## config.mk

```make
export PLATFORM = sky130hd
export DESIGN_NAME = array_packed_3d_reader
export DESIGN_NICKNAME = d
export VERILOG_FILES = /design/src/rtl/array_packed_3d_reader.sv
export SDC_FILE = /design/constraint.sdc
export NUM_CORES = 1
export LEC_CHECK = 0
export ABC_AREA = 0
export ABC_CLOCK_PERIOD_IN_PS = 1800
export BUFFER_PORTS_ARGS = -buffer_cell sky130_fd_sc_hd__buf_2
export CORE_UTILIZATION = 49
export CTS_CLUSTER_SIZE = 28
export DETAILED_ROUTE_END_ITERATION = 6
export PLACE_DENSITY = 0.77
export SYNTH_ARGS = -nofsm -noshare
export SYNTH_HDL_FRONTEND = slang
export SYNTH_SLANG_ARGS = --single-unit
```

## constraint.sdc

```tcl
create_clock -name clk -period 1.8 [get_ports clk]
set_input_delay 0.36 -clock clk [delete_from_list [all_inputs] [get_ports clk]]
set_output_delay 0.36 -clock clk [all_outputs]
set_load 0.005 [all_outputs]
```

## src/rtl/array_packed_3d_reader.sv

```systemverilog
// Snapshots a packed [N1][N2][N3][DW] array on start and streams its elements (i, j, k order) over a valid/ready handshake.
// Optional running checksum output enabled by ARRAY_PACKED_3D_READER_CHECKSUM_EN.
//
// state  | meaning
// IDLE   | waiting for start, out_valid low
// STREAM | presenting snap[i][j][k], advancing on each handshake
// DONE   | one-cycle done pulse, then back to IDLE
module array_packed_3d_reader #(
  parameter  int DW  = 8,
  parameter  int N1  = 4,
  parameter  int N2  = 3,
  parameter  int N3  = 2,
  localparam int IW1 = (N1 > 1) ? $clog2(N1) : 1,
  localparam int IW2 = (N2 > 1) ? $clog2(N2) : 1,
  localparam int IW3 = (N3 > 1) ? $clog2(N3) : 1
) (
  input  logic                                   clk,
  input  logic                                   rst_n,
  input  logic                                   start,
  input  logic [N1-1:0][N2-1:0][N3-1:0][DW-1:0]  array_i,
  output logic                                   busy,
  output logic                                   out_valid,
  input  logic                                   out_ready,
  output logic [DW-1:0]                          out_data,
  output logic [IW1-1:0]                         out_i,
  output logic [IW2-1:0]                         out_j,
  output logic [IW3-1:0]                         out_k,
  output logic                                   out_last,
`ifdef ARRAY_PACKED_3D_READER_CHECKSUM_EN
  output logic [DW+7:0]                          checksum,
`endif
  output logic                                   done
);

  localparam logic [1:0] S_IDLE   = 2'd0;
  localparam logic [1:0] S_STREAM = 2'd1;
  localparam logic [1:0] S_DONE   = 2'd2;

  logic [1:0]                                  state_q, state_d;
  logic [N1-1:0][N2-1:0][N3-1:0][DW-1:0]       snap_q, snap_d;
  logic [IW1-1:0]                              i_q, i_d;
  logic [IW2-1:0]                              j_q, j_d;
  logic [IW3-1:0]                              k_q, k_d;
  logic                                        at_last;

  assign at_last = (i_q == IW1'(N1 - 1)) && (j_q == IW2'(N2 - 1)) && (k_q == IW3'(N3 - 1));

  assign busy      = (state_q != S_IDLE);
  assign out_valid = (state_q == S_STREAM);
  assign out_last  = out_valid && at_last;
  assign done      = (state_q == S_DONE);
  assign out_data  = snap_q[i_q][j_q][k_q];
  assign out_i     = i_q;
  assign out_j     = j_q;
  assign out_k     = k_q;

`ifdef ARRAY_PACKED_3D_READER_CHECKSUM_EN
  logic [DW+7:0] sum_q, sum_d;
  assign checksum = sum_q;
`endif

  always_comb begin
    state_d = state_q;
    snap_d  = snap_q;
    i_d     = i_q;
    j_d     = j_q;
    k_d     = k_q;
`ifdef ARRAY_PACKED_3D_READER_CHECKSUM_EN
    sum_d   = sum_q;
`endif
    case (state_q)
      S_IDLE: begin
        if (start) begin
          snap_d  = array_i;
          i_d     = '0;
          j_d     = '0;
          k_d     = '0;
`ifdef ARRAY_PACKED_3D_READER_CHECKSUM_EN
          sum_d   = '0;
`endif
          state_d = S_STREAM;
        end
      end
      S_STREAM: begin
        if (out_ready) begin
`ifdef ARRAY_PACKED_3D_READER_CHECKSUM_EN
          sum_d = sum_q + {8'd0, out_data};
`endif
          if (at_last) begin
            // Park the counters at the origin so idle indices read as zero.
            i_d     = '0;
            j_d     = '0;
            k_d     = '0;
            state_d = S_DONE;
          end else if (k_q != IW3'(N3 - 1)) begin
            k_d = k_q + 1'b1;
          end else begin
            k_d = '0;
            if (j_q != IW2'(N2 - 1)) begin
              j_d = j_q + 1'b1;
            end else begin
              j_d = '0;
              i_d = i_q + 1'b1;
            end
          end
        end
      end
      S_DONE: begin
        state_d = S_IDLE;
      end
      default: begin
        state_d = S_IDLE;
      end
    endcase
  end

  always_ff @(posedge clk or negedge rst_n) begin
    if (!rst_n) begin
      state_q <= S_IDLE;
      snap_q  <= '0;
      i_q     <= '0;
      j_q     <= '0;
      k_q     <= '0;
    end else begin
      state_q <= state_d;
      snap_q  <= snap_d;
      i_q     <= i_d;
      j_q     <= j_d;
      k_q     <= k_d;
    end
  end

`ifdef ARRAY_PACKED_3D_READER_CHECKSUM_EN
  always_ff @(posedge clk or negedge rst_n) begin
    if (!rst_n) begin
      sum_q <= '0;
    end else begin
      sum_q <= sum_d;
    end
  end
`endif

endmodule

```

==> results.py <==
metrics = {
    "status": {
        "outcome": "finished, violations left",
        "violations": "design-rule violations, negative setup slack",
    },
    "routing": {
        "routed_wl_um": 23760,
        "routedWlPerCell_um": 20.32,
        "top_layer_used": "met4",
        "drtIter0Drc": 385,
        "wl_met3_um": 1315,
        "wl_met2_um": 11500,
        "wl_met1_um": 10240,
        "drtAntennaViolNets": 0,
        "vias": 6387,
        "drc": 24,
        "avgViaCountPerCell": 5.464,
        "dr.pass1.iters": 7,
    },
    "cts": {
        "clk_path_buf_depth": 2,
        "cts_tree": "done",
        "root_buffer": "clkbuf_16",
        "cts.sinks": 199,
        "htreeDepth": 4,
        "clk_latency_ns": 0.44,
        "clk_pin_slew_worst_paths_ns": 0.08,
        "cts_made_buffers": 17,
    },
    "cells_and_area": {
        "stdcell_area_um2": 11970,
        "drive_above_1_share_pct": 40.72,
        "stdcell_count": 1169,
        "nets": 1122,
        "syn2layout_area_growth_pct": 30.66,
    },
    "floorplan": {
        "die_w_um": 138.7,
        "core_um2": 18150,
        "dieArea_um2": 19240,
        "die_h_um": 138.7,
        "start_util_pct": 50.47,
        "pin_count": 213,
        "num_rows": 49,
    },
    "synthesis": {
        "netlist.area_leader.share_pct": 54.37,
        "avgSynthCellArea_um2": 13.77,
        "synth.cell_area_um2": 9159,
        "synth_top_cells_by_count": "dfrtp_1, mux2_1, mux2i_1",
        "synth_nets": 862,
        "ys_types": 38,
        "synthArstFlopShare_pct": 100.0,
        "ys_seq_area_share_pct": 54.37,
        "synth_most_common_cell": "dfrtp_1",
        "synth_flop_cell": "dfrtp_1",
        "yosysWarnings": 0,
        "synth_area_leaders": "dfrtp_1, mux2_1, mux2i_1",
        "synth_edf_count": 0,
        "synth_top_area_cell": "dfrtp_1",
        "synth_cells": 665,
        "ys_seq_elements": 199,
    },
    "timing": {
        "tightest_slew_ns": 0.4596,
        "worst_slew_margin_rel_pct": 69.36,
        "period_needed_ns": 2.507,
        "setup_violations": 9,
        "max_freq_ghz": 0.3988,
        "timing.hold.ws_ns": 0.1261,
        "clock_skew_ns": 0.007516,
        "rsz0062_at_grt": "true",
        "setup_slack_ns": -0.7072,
        "drv_slew": 0,
        "hold_viol": 0,
        "min_period_over_period_pct": 139.3,
    },
    "power_and_ir_drop": {
        "p_per_area_nw_per_um2": 1710,
        "ir_drop_uv": 943.0,
        "p_leak_nw": 5.293,
        "total_power_mw": 20.47,
    },
    "placed_design": {
        "place_congestion": 0.8023,
        "post_dp_cell_area_um2": 10960,
        "dpl_worst_slack_ns": -0.2958,
        "dpl.hpwl_um": 17430,
        "portBuffers": 212,
        "dp.cells": 1126,
    },
    "global_routing": {
        "grt_overflow": 0,
        "grt_max_degree": 53,
        "track_usage_pct": 25.44,
        "grt_pass1_wl_um": 37090,
        "grt_antenna_before_repair": 2,
        "grt_pass1_vias": 6905,
    },
    "worst_hold_path": {
        "whs_path_depth": 2,
        "min_to": "snap_q[109]",
        "worstHoldPathType": "input pin to flip-flop",
        "hold_start": "array_i[109]",
    },
    "critical_path": {
        "crit_fanout": 10,
        "reg2reg_from": "state_q[1]",
        "r2r_slack_ns": 0.08,
        "crit_type": "flip-flop to primary output",
        "r2r_end": "snap_q[122]",
        "end_kind": "primary output",
        "start_kind": "flip-flop",
        "rr_worst_depth": 5,
        "crit_arrival_ns": 2.15,
        "critical_path_required_ns": 1.44,
    },
    "job": {
        "drv_cap": 0,
    },
}
==> power breakdown <==
group / switching, mW / leakage (nW) / internal [mW] / total [mW]
clock: 1.79 / 0.276 / 1.85 / 3.63
sequential: 1.46 / 2.35 / 6.75 / 8.21
combinational: 4.00 / 2.67 / 4.63 / 8.62
==> cell usage in the layout, fill, tap and decap left out, types with 3 or more instances in the layout <==
master     instances
nor3_1             4
buf_4             43
or3b_4             3
o21ai_1            9
nor3_2             4
mux2i_4            5
clkinv_2           3
a21oi_2            4
a21oi_1            4
nor2_1            31
nor2_2             4
buf_6              8
clkbuf_16         17
buf_12            19
mux2i_1           85
dfrtp_1          194
mux2_1           192
mux2i_2            7
nor4_2             6
dfrtp_2            4
clkinv_4           3
buf_2            210
o22ai_1           15
inv_6              5
o22ai_2           17
==> critical path, cell delays in order (launching register included) <==
cell and delay (ns):
dfrtp_2 0.50, buf_12 0.18, buf_12 0.13, mux2i_1 0.29, o22ai_2 0.14, nor3_2 0.21
a21oi_2 0.11, buf_2 0.14
==> area by class of cell <==
cell class	instances	area, µm²
Fill cell	1351	6181
Sequential cell	199	4989
Multi-Input combinational cell	418	4192
Timing Repair Buffer	285	1926
Clock buffer	18	439.2
Tap cell	229	286.5
Clock inverter	14	115.1
Inverter	4	15.01
Antenna cell	2	5.005
==> logic make-up after synthesis <==
kind of cell | count (synthesis) | share of synthesized area (%)
multiplexers | 289 | 34.21
AND/OR/NAND/NOR | 69 | 3.812
buffers and inverters | 50 | 3.688
adder cells (fa/ha/maj) | 1 | 0.1366
AO/OA/AOI/OAI | 57 | 3.784
flip-flops | 199 | 54.37
==> worst max path at each step <==
stage,slack (ns),to,cells after the start,from
after global routing,-0.75,out_data[0],7,out_i[0]
final,-0.71,out_data[3],7,out_i[0]
after floorplan,-0.04,out_data[0],7,out_j[1]
after global placement,-0.27,out_data[2],6,out_i[0]
after detailed placement,-0.30,out_data[5],7,out_i[0]
after CTS,-0.67,out_data[3],8,out_i[1]
==> sequential cells by signal, summed over array words and instances, names as in the netlist <==
| name | cells |
|---|---|
| out_i | 2 |
| out_j | 2 |
| out_k | 1 |
| snap_q | 192 |
| state_q | 2 |
==> repair_timing <==
action,in CTS,in global routing
setup buffers,0,6
pin swaps,9,7
endpoints found under the setup margin,9,11
hold endpoints to repair,37,0
gates cloned,2,1
hold buffers,1,0
resized for setup,38,40
==> per-layer routing <==
layer	global-route usage [%]	up-vias
met5	0	-
met4	10.99	0
met3	6.215	38
met2	41.44	180
met1	32.50	3234
li1	-	2935
==> metrics by stage <==
step           TNS (ns)  util (%)
3_5_place_dp     -1.941     60.42
3_3_place_gp     -1.751     60.42
4_1_cts          -5.534     64.64
2_1_floorplan   -0.2651         -
5_1_grt          -6.038     65.93
6_report         -5.506     65.94
(Power assumes the default switching activity.)
